## src/rtl/change_dispenser_pkg.sv

```systemverilog
// Shared types for the change dispenser: coin encoding, coin values and FSM states.
package change_dispenser_pkg;

    typedef enum logic [1:0] {
        CoinNickel  = 2'd0,
        CoinDime    = 2'd1,
        CoinQuarter = 2'd2,
        CoinDollar  = 2'd3
    } coin_t;

    localparam int unsigned COIN_VALUE [4] = '{5, 10, 25, 100};

    typedef enum logic [1:0] {
        StIdle,
        StSelect,
        StIssue,
        StFinish
    } state_t;

    function automatic logic [6:0] coin_value(coin_t c);
        return 7'(COIN_VALUE[c]);
    endfunction

endpackage

```

## src/rtl/change_dispenser_coin_bin.sv

```systemverilog
// Per-denomination hopper inventory: saturating refill, single-coin dispense, empty flag.
module change_dispenser_coin_bin
    import change_dispenser_pkg::*;
#(
    parameter int unsigned INV_W = 8,
    parameter int unsigned INIT  = 0
) (
    input  logic             clk,
    input  logic             reset,
    input  logic             inc,
    input  logic [INV_W-1:0] inc_count,
    input  logic             dec,
    output logic [INV_W-1:0] count,
    output logic             empty
);

    logic [INV_W:0]   sum;
    logic [INV_W-1:0] sat;

    // Refill saturates first; a same-cycle dispense then removes one coin.
    always_comb begin
        sum = {1'b0, count} + (inc ? {1'b0, inc_count} : '0);
        sat = sum[INV_W] ? '1 : sum[INV_W-1:0];
    end

    always_ff @(posedge clk) begin
        if (reset) begin
            count <= INV_W'(INIT);
        end else if (dec && sat != '0) begin
            count <= sat - INV_W'(1);
        end else begin
            count <= sat;
        end
    end

    assign empty = (count == '0);

endmodule

```

## src/rtl/change_dispenser.sv

```systemverilog
// Greedy largest-first change dispenser driving a coin-eject handshake to the hopper.
module change_dispenser
    import change_dispenser_pkg::*;
#(
    parameter int unsigned AMOUNT_W     = 9,
    parameter int unsigned INV_W        = 8,
    parameter int unsigned NICKEL_INIT  = 40,
    parameter int unsigned DIME_INIT    = 40,
    parameter int unsigned QUARTER_INIT = 40,
    parameter int unsigned DOLLAR_INIT  = 20
) (
    input  logic                clk,
    input  logic                reset,
    input  logic                start,
    input  logic [AMOUNT_W-1:0] amount,
    output logic                coin_valid,
    output logic [1:0]          coin_type,
    input  logic                coin_ready,
    input  logic                refill_valid,
    input  logic [1:0]          refill_type,
    input  logic [INV_W-1:0]    refill_count,
    output logic                busy,
    output logic                done,
    output logic [AMOUNT_W-1:0] shortfall,
    output logic [3:0]          bin_empty
);

    state_t              state;
    logic [AMOUNT_W-1:0] remaining;
    coin_t               coin_sel;

    logic [INV_W-1:0] bin_count [4];
    logic [3:0]       refill_hit;
    logic [3:0]       dec;
    logic             handshake;
    logic             pick_found;
    coin_t            pick;
    coin_t            c;

    assign handshake  = coin_valid & coin_ready;
    assign refill_hit = refill_valid ? (4'b1 << refill_type) : 4'b0;
    assign dec        = handshake ? (4'b1 << coin_sel) : 4'b0;
    assign coin_type  = coin_sel;

    change_dispenser_coin_bin #(.INV_W(INV_W), .INIT(NICKEL_INIT)) u_nickel (
        .clk(clk), .reset(reset), .inc(refill_hit[0]), .inc_count(refill_count),
        .dec(dec[0]), .count(bin_count[0]), .empty(bin_empty[0])
    );

    change_dispenser_coin_bin #(.INV_W(INV_W), .INIT(DIME_INIT)) u_dime (
        .clk(clk), .reset(reset), .inc(refill_hit[1]), .inc_count(refill_count),
        .dec(dec[1]), .count(bin_count[1]), .empty(bin_empty[1])
    );

    change_dispenser_coin_bin #(.INV_W(INV_W), .INIT(QUARTER_INIT)) u_quarter (
        .clk(clk), .reset(reset), .inc(refill_hit[2]), .inc_count(refill_count),
        .dec(dec[2]), .count(bin_count[2]), .empty(bin_empty[2])
    );

    change_dispenser_coin_bin #(.INV_W(INV_W), .INIT(DOLLAR_INIT)) u_dollar (
        .clk(clk), .reset(reset), .inc(refill_hit[3]), .inc_count(refill_count),
        .dec(dec[3]), .count(bin_count[3]), .empty(bin_empty[3])
    );

    // Largest coin that fits in the remainder and has stock wins.
    always_comb begin
        pick_found = 1'b0;
        pick       = CoinNickel;
        c          = CoinNickel;
        for (int unsigned k = 0; k < 4; k++) begin
            c = coin_t'(2'(3 - k));
            if (!pick_found && bin_count[c] != '0 &&
                AMOUNT_W'(coin_value(c)) <= remaining) begin
                pick_found = 1'b1;
                pick       = c;
            end
        end
    end

    always_ff @(posedge clk) begin
        if (reset) begin
            state      <= StIdle;
            remaining  <= '0;
            coin_sel   <= CoinNickel;
            coin_valid <= 1'b0;
            busy       <= 1'b0;
            done       <= 1'b0;
            shortfall  <= '0;
        end else begin
            case (state)
                StIdle: begin
                    if (start) begin
                        remaining <= amount;
                        shortfall <= '0;
                        busy      <= 1'b1;
                        state     <= StSelect;
                    end
                end
                StSelect: begin
                    if (pick_found) begin
                        coin_sel   <= pick;
                        coin_valid <= 1'b1;
                        state      <= StIssue;
                    end else begin
                        shortfall <= remaining;
                        busy      <= 1'b0;
                        done      <= 1'b1;
                        state     <= StFinish;
                    end
                end
                StIssue: begin
                    if (coin_ready) begin
                        remaining  <= remaining - AMOUNT_W'(coin_value(coin_sel));
                        coin_valid <= 1'b0;
                        state      <= StSelect;
                    end
                end
                StFinish: begin
                    done  <= 1'b0;
                    state <= StIdle;
                end
                default: state <= StIdle;
            endcase
        end
    end

endmodule

```

## config.mk

```make
export PLATFORM = sky130hd
export DESIGN_NAME = change_dispenser
export DESIGN_NICKNAME = d
export VERILOG_FILES = /design/src/rtl/change_dispenser_pkg.sv /design/src/rtl/change_dispenser_coin_bin.sv /design/src/rtl/change_dispenser.sv
export SDC_FILE = /design/constraint.sdc
export NUM_CORES = 1
export LEC_CHECK = 0
export ABC_AREA = 1
export CORE_ASPECT_RATIO = 1.2
export CORE_MARGIN = 1
export CORE_UTILIZATION = 35
export CTS_CLUSTER_SIZE = 40
export DETAILED_ROUTE_END_ITERATION = 7
export PLACE_DENSITY_LB_ADDON = 0.1
export SLEW_MARGIN = 10
export SYNTH_ARGS = -nofsm -noshare
export SYNTH_HDL_FRONTEND = slang
export SYNTH_SLANG_ARGS = --single-unit
```

## constraint.sdc

```tcl
create_clock -name clk -period 4 [get_ports clk]
set_clock_uncertainty 0.05 [all_clocks]
set_input_delay 0.8 -clock clk [delete_from_list [all_inputs] [get_ports clk]]
set_output_delay 0.8 -clock clk [all_outputs]
set_load 0.01 [all_outputs]
```

==> results of run 1 <==
## power groups by stage
stage | sequential, mW | combinational, mW | clock (mW)
2_1_floorplan | 0.665 | 0.538 | 0
3_3_place_gp | 0.678 | 0.729 | 0
3_5_place_dp | 0.675 | 0.725 | 0
4_1_cts | 0.664 | 0.731 | 0.795
5_1_grt | 0.671 | 0.833 | 0.822
6_report | 0.664 | 0.726 | 0.778
## through the flow
stage | instance area (sq um) | hold slack (ns)
3_3_place_gp | 6210 | 0.408
2_1_floorplan | 5500 | 0.433
4_1_cts | 6510 | 0.414
5_1_grt | 6510 | 0.435
3_5_place_dp | 6210 | 0.405
6_report | 6510 | 0.413
## registers in the layout, summed over array words and instances, names as in the netlist
signal / cells
u_quarter.count: 8
shortfall: 9
coin_valid: 1
coin_type: 2
u_dollar.count: 8
u_dime.count: 8
state: 2
u_nickel.count: 8
done: 1
remaining: 9
busy: 1
## worst max-delay path: stages
cell,delay [ns]
clkdlybuf4s50_1,0.51
inv_1,0.07
nand3_1,0.15
nor2_1,0.07
ha_1,0.20
fa_1,0.41
nand3_1,0.13
nand2_1,0.11
nand2_2,0.11
nand2_4,0.09
nor2_1,0.23
ha_1,0.25
inv_1,0.05
nor3_1,0.32
nand3_1,0.12
nand2_1,0.07
nand2_1,0.05
a21oi_1,0.13
## placed cells by master (no fill, tap or decap), types with 11 or more instances in the layout
cell | Yosys | routed
nand2_2 | 14 | 14
buf_4 | 5 | 16
nand3_1 | 85 | 85
nand4_1 | 11 | 11
inv_1 | 132 | 132
o21ai_0 | 22 | 22
a21oi_1 | 46 | 46
nor2_1 | 126 | 126
clkdlybuf4s50_1 | 0 | 41
dfxtp_1 | 57 | 57
nand2_1 | 262 | 262
ha_1 | 51 | 51
nor2_2 | 15 | 15
## worst paths after layout
| check | slack, ns | end | depth (start not counted) |
|---|---|---|---|
| setup / recovery | 0.33 | u_dime.count[6] | 18 |
| hold / removal | 0.41 | busy | 2 |
| setup reg to reg | 1.27 | u_dime.count[6] | 14 |
| hold reg to reg | 0.41 | busy | 2 |
## cell type report
type	count	area, sq um
fill	1638	8640
multi-input combinational	704	3760
sequential	57	1140
timing repair buffer	57	531
inverter	139	522
tap	204	255
clock buffer	9	225
clock inverter	7	71.3
## routing by layer
metal / up-vias / wire length, um
met5: - / 0
met4: 0 / 210
met3: 15 / 400
met2: 77 / 7480
met1: 2426 / 6930
li1: 3011 / -
## kinds of logic (layout without fill, tap and decap cells)
kind of cell,after synthesis,after routing,synth area share
compound gates,92,92,0.0992
fa+ha+maj,56,56,0.134
xor+xnor,14,14,0.0223
flops,57,57,0.207
simple gates,542,542,0.428
buf+inv,153,212,0.109
## cell usage after synthesis, drive strengths merged
master    n  area [sq um]
nand2   278          1090
nor2    141           567
inv     138           518
nand3    89           465
dfxtp    57          1140
a21oi    53           314
ha       51           638
o21ai    23           115
nand4    12          81.3
buf      10          60.1
nand3b   10          75.1
xor2      9          78.8
fa        5           100
nor3      5          30.0
xnor2     5          43.8
a211oi    4          30.0
a31oi     4          25.0
clkbuf    4          15.0
nor4      4          25.0
o211ai    4          30.0
or2       3          18.8
a21boi    2          15.0
clkinv    1          3.75
o21a      1          7.51
o311ai    1          8.76
==> metrics.md, run 1 <==
| Metric | Value |
|---|---|
| Worst-path clk slew | `0.06 ns` |
| Yosys reg bits | `57` |
| RR Startpoint | `u_dime.count[0]` |
| Worst setup startpoint | `refill_type[1]` |
| Hold Crit Class | `reg -> reg` |
| Clk root buf | `clkbuf_16` |
| Row count | `49` |
| Post-synthesis average cell area | `6.02 sq um` |
| Layer carrying the most global-route usage | `met2` |
| Max H-tree Level | `3` |
| Vias in the first global route | `5286` |
| TritonCTS clock tree | `done` |
| RSZ-0062 raised after global routing | `false` |
| Post-Place Worst Slack | `-0.0115 ns` |
| Psw | `0.788 mW` |
| Reg power frac | `0.306` |
| Gpl congestion | `0.829` |
| Ports | `42` |
| GRT Total Usage | `0.194` |
| Initial antenna violation count | `0` |
| Logic gate share of total power | `0.335` |
| Clk_lat worst skew | `0.33 ns` |
| Largest net degree at the start of global routing | `30` |
| Netlist cell types | `38` |
| Util after Layout | `0.430` |
| CP Max Fanout | `9` |
| Syn. warnings | `0` |
| CTS Buf Count | `9` |
| Fmax achieved | `0.273 GHz` |
| Hold_sp | `busy` |
| Syn Std Cell Area | `0.00550 sq mm` |
| Setup slack after layout | `0.332 ns` |
| PostCTS Resize Cnt | `0` |
| Met1 GRT Util | `0.237` |
| Final setup violation count | `0` |
| Leak | `3.39 nW` |
| Critical Path End Type | `flip-flop` |
| Tightest Pin Transition | `1.06 ns` |
| Global-route wire length before repair | `24700 um` |
| GR met3 Demand/Resource | `0.0305` |
| Crit path kind | `in -> reg` |
| Antenna Cells | `0` |
| Slew Limit Fails | `0` |
| Critical path startpoint category | `primary input` |
| Die Wd | `116 um` |
| Routed vias | `5529` |
| Layout cell share with drive strength beyond 1 | `0.0863` |
| Syn_nets | `994` |
| Register area share after synthesis | `0.207` |
| Filler-free cell count of the finished design | `1177` |
| Post-Route WL | `15000 um` |
| Setup Buffers After CTS | `0` |
| Detail Route Antenna Nets | `0` |
| 1st-pass router iterations | `7` |
| Minimum clock period | `3.67 ns` |
| Worst VDD drop | `0.170 mV` |
| Final setup TNS | `0 ns` |
| Mapped Cells | `914` |
| Hpwl dp | `11900 um` |
| Average wire per standard cell | `12.8 um` |
| Initial Utilization | `0.363` |
| Die area | `0.0162 sq mm` |
| Hold-fix buffers at CTS | `0` |
| Cell Int Power | `1.38 mW` |
| Clock power frac | `0.359` |
| Port Buffer Count | `41` |
| DRT iter0 DRCs | `273` |
| Switch share | `0.363` |
| DR vias/cell | `4.70` |
| Nets | `1048` |
| Final Total Pwr | `2.17 mW` |
| DRC | `0` |
| Worst slew margin | `0.296` |
| Hold Fails Final Rpt | `0` |
| Die H | `139 um` |
| Max-cap violations | `0` |
| Arr. time, crit path | `3.88 ns` |
| Core Area | `0.0151 sq mm` |
| Worst endpoint required time | `4.21 ns` |
| CTS max path bufs | `2` |
| Final worst-path cycle share | `0.917` |
| Status | `finished, final reports clean` |
| Total grt overflow | `0` |
| Placed cell count | `1161` |
| PD cells | `333 mW/mm^2` |
| P&R area growth vs syn | `18.3%` |
| Clock Sinks | `57` |
| Met2 Use GR | `0.348` |
Note: power is estimated with default switching activity, not from simulation.
==> run 2: changes to the inputs <==
--- a/config.mk
+++ b/config.mk
@@ -11,7 +11,7 @@
 export CORE_UTILIZATION = 35
 export CTS_CLUSTER_SIZE = 40
 export DETAILED_ROUTE_END_ITERATION = 7
-export PLACE_DENSITY_LB_ADDON = 0.1
+export GPL_TIMING_DRIVEN = 0
 export SLEW_MARGIN = 10
 export SYNTH_ARGS = -nofsm -noshare
 export SYNTH_HDL_FRONTEND = slang
==> constraint.sdc (replaced) <==
create_clock -name clk -period 4 [get_ports clk]
set_clock_uncertainty 0.05 [all_clocks]
set_input_delay 0.8 -clock clk [delete_from_list [all_inputs] [get_ports clk]]
set_output_delay 0.8 -clock clk [all_outputs]
set_load 0.05 [all_outputs]
==> metrics.md, run 2 (synthesis gave the netlist of run 1 again) <==
| Metric | Value |
|---|---|
| Placed Area | `0.00617 sq mm (-0.73%)` |
| Worst path cell trace | `clkdlybuf4s50_1 > nand3_1 > nor2_1 > ha_1 > fa_1 > nand3_1 > nand2_2 > nand2_1 > nand2_2 > nor2_1 > ha_1 > nand3_1 > nor2_1 > nand3_2 > nand2_2 > inv_2 > nand2_1 > nand3_1` |
| Die area | `0.0162 sq mm (unchanged)` |
| Worst-path clk slew | `0.05 ns (about the same)` |
| Minimum clock period | `3.83 ns (+0.161 ns)` |
| Clock Sinks | `57 (unchanged)` |
| GRT Total Usage | `0.183 (-0.0113)` |
| Hold Fails Final Rpt | `0 (unchanged)` |
| Path depth of the worst reg2reg path | `17 (+3)` |
| Final Total Pwr | `2.26 mW (+4.2%)` |
| Worst endpoint required time | `4.13 ns (-0.08 ns)` |
| Max-cap violations | `0 (unchanged)` |
| Routed vias | `5589 (+1.1%)` |
| Hold-fix buffers at CTS | `0 (unchanged)` |
| 1st-pass router iterations | `4 (-3)` |
| Critical Path End Type | `flip-flop` |
| Worst VDD drop | `0.199 mV (+17%)` |
| DRT iter0 DRCs | `295 (+8.1%)` |
| RR Startpoint | `u_nickel.count[0]` |
| Hold_sp | `done` |
| RSZ-0062 raised after global routing | `true` |
| Tightest Pin Transition | `0.661 ns (-0.394 ns)` |
| Die H | `139 um (unchanged)` |
| CP max stage cell | `clkdlybuf4s50_1` |
| Layout cell share with drive strength beyond 1 | `0.0832 (-0.00308)` |
| Critical register-to-register path endpoint | `u_nickel.count[4]` |
| Initial Utilization | `0.363 (unchanged)` |
| Hold Crit Class | `reg -> reg` |
| Placed cell count | `1159 (-0.17%)` |
| Initial antenna violation count | `0 (unchanged)` |
| Final setup violation count | `0 (unchanged)` |
| Clk_lat worst skew | `0.34 ns (about the same)` |
| CTS Buf Count | `9 (unchanged)` |
| Filler-free cell count of the finished design | `1177 (unchanged)` |
| Largest net degree at the start of global routing | `11 (-63%)` |
| Cell mode on critical path | `nand3_1` |
| Leak | `3.40 nW (+0.13%)` |
| Clk root buf | `clkbuf_16` |
| Port Buffer Count | `41 (unchanged)` |
| Gpl congestion | `0.836 (+0.84%)` |
| Max H-tree Level | `3 (unchanged)` |
| P&R area growth vs syn | `18.5%` |
| Most frequent cells in the layout | `nand2_1 (262), inv_1 (131), nor2_1 (125)` |
| Slew Limit Fails | `0 (unchanged)` |
| Largest registers | `remaining: 9 flops, shortfall: 9 flops` |
| Hold Path Sink | `done` |
| R2R setup slack | `1.16 ns (-0.11 ns)` |
| Antenna Cells | `0 (unchanged)` |
| Crit-path leading delay family | `simple AND/OR/NAND/NOR gates` |
| PD cells | `346 mW/mm^2 (+4.0%)` |
| Average wire per standard cell | `12.3 um (-3.9%)` |
| Worst Hold Depth | `2 (unchanged)` |
| Final instance area | `0.00652 sq mm (+0.19%)` |
| Ports | `42 (unchanged)` |
| Row count | `49 (unchanged)` |
| Detail Route Antenna Nets | `0 (unchanged)` |
| Status | `finished, final reports clean` |
| Critical path startpoint category | `primary input` |
| CP Max Fanout | `8 (-1)` |
| Vias in the first global route | `5079 (-3.9%)` |
| Worst slew margin | `0.559 (+0.264)` |
| Fmax achieved | `0.261 GHz (-4.2%)` |
| Crit path buf inv count | `2 (-1)` |
| Commonest non-fill, non-tap cell in the layout | `nand2_1` |
| DR vias/cell | `4.75 (+1.1%)` |
| CTS max path bufs | `2 (unchanged)` |
| Crit path kind | `in -> reg` |
| Nets | `1048 (unchanged)` |
| Post-Route WL | `14400 um (-3.9%)` |
| Final worst-path cycle share | `0.957 (+0.0403)` |
| Arr. time, crit path | `3.96 ns (+0.08 ns)` |
| Final setup TNS | `0 ns (unchanged)` |
| Global-route wire length before repair | `23200 um (-5.8%)` |
| Hpwl dp | `11400 um (-3.9%)` |
| Die Wd | `116 um (unchanged)` |
| TritonCTS clock tree | `done` |
| DRC | `0 (unchanged)` |
| Delay of the slowest cell on the worst path | `0.47 ns (-0.04 ns)` |
| Core Area | `0.0151 sq mm (unchanged)` |
| Total grt overflow | `0 (unchanged)` |
[run 2: cell types whose count changed in the layout (fill, tap and decap cells not counted), sizes merged]
cell,change
clkbuf,+6
buf,-4
clkinvlp,-3
bufinv,+1
[run 2: how the worst max path moves through the flow]
| stage | from | to | cells past startpoint |
|---|---|---|---|
| finish | refill_valid | u_dollar.count[4] | 18 |
| global route | refill_valid | u_dollar.count[4] | 18 |
| CTS | refill_type[0] | u_nickel.count[4] | 20 |
| detailed placement | refill_type[1] | u_nickel.count[4] | 20 |
| global placement | refill_type[1] | u_nickel.count[4] | 20 |
| floorplan | refill_type[1] | u_nickel.count[6] | 20 |
[run 2: report_power, final]
part	switching [mW]	internal [mW]	total, mW	leakage (nW)
Sequential	0.0461	0.618	0.664	0.466
Combinational	0.468	0.276	0.744	2.77
Clock	0.289	0.561	0.850	0.159
Total	0.803	1.46	2.26	3.40
[run 2: final cells by class]
type / count / area (sq um)
inverter: 139 / 522
clock inverter: 5 / 78.8
clock buffer: 11 / 243
tap: 204 / 255
sequential: 57 / 1140
timing repair buffer: 43 / 425
buffer: 14 / 75.1
multi-input combinational: 704 / 3780
fill: 1658 / 8620
[run 2: metrics by stage]
stage | setup WS (ns) | utilization | hold slack [ns]
after detailed placement | -0.436 | 0.407 | 0.407
final | 0.170 | 0.431 | 0.419
after floorplan | 0.620 | - | 0.435
after global placement | -0.419 | 0.407 | 0.407
after CTS | 0.0327 | 0.429 | 0.418
after global routing | -0.122 | 0.431 | 0.435
[run 2: layer usage]
layer / vias up / global-route usage / wire length, um
li1: 3014 / - / -
met1: 2480 / 0.228 / 6770
met2: 85 / 0.323 / 7010
met3: 10 / 0.0257 / 505
met4: 0 / 0.0499 / 155
met5: - / 0 / 0
[run 2: worst reg2reg max path: cells and delay by family, from the launching register on]
| kind | cells | cell delay (ns) |
|---|---|---|
| flops | 1 | 0.31 |
| simple gates | 9 | 0.97 |
| buf+inv | 3 | 0.29 |
| compound gates | 2 | 0.36 |
| fa+ha+maj | 3 | 0.79 |
[run 2: what timing repair did]
action	4_1_cts	5_1_grt
pin swaps	0	1
gates cloned	0	0
setup endpoints to repair	7	24
gates resized for setup	1	4
setup buffers	0	2
hold endpoints to repair	0	0
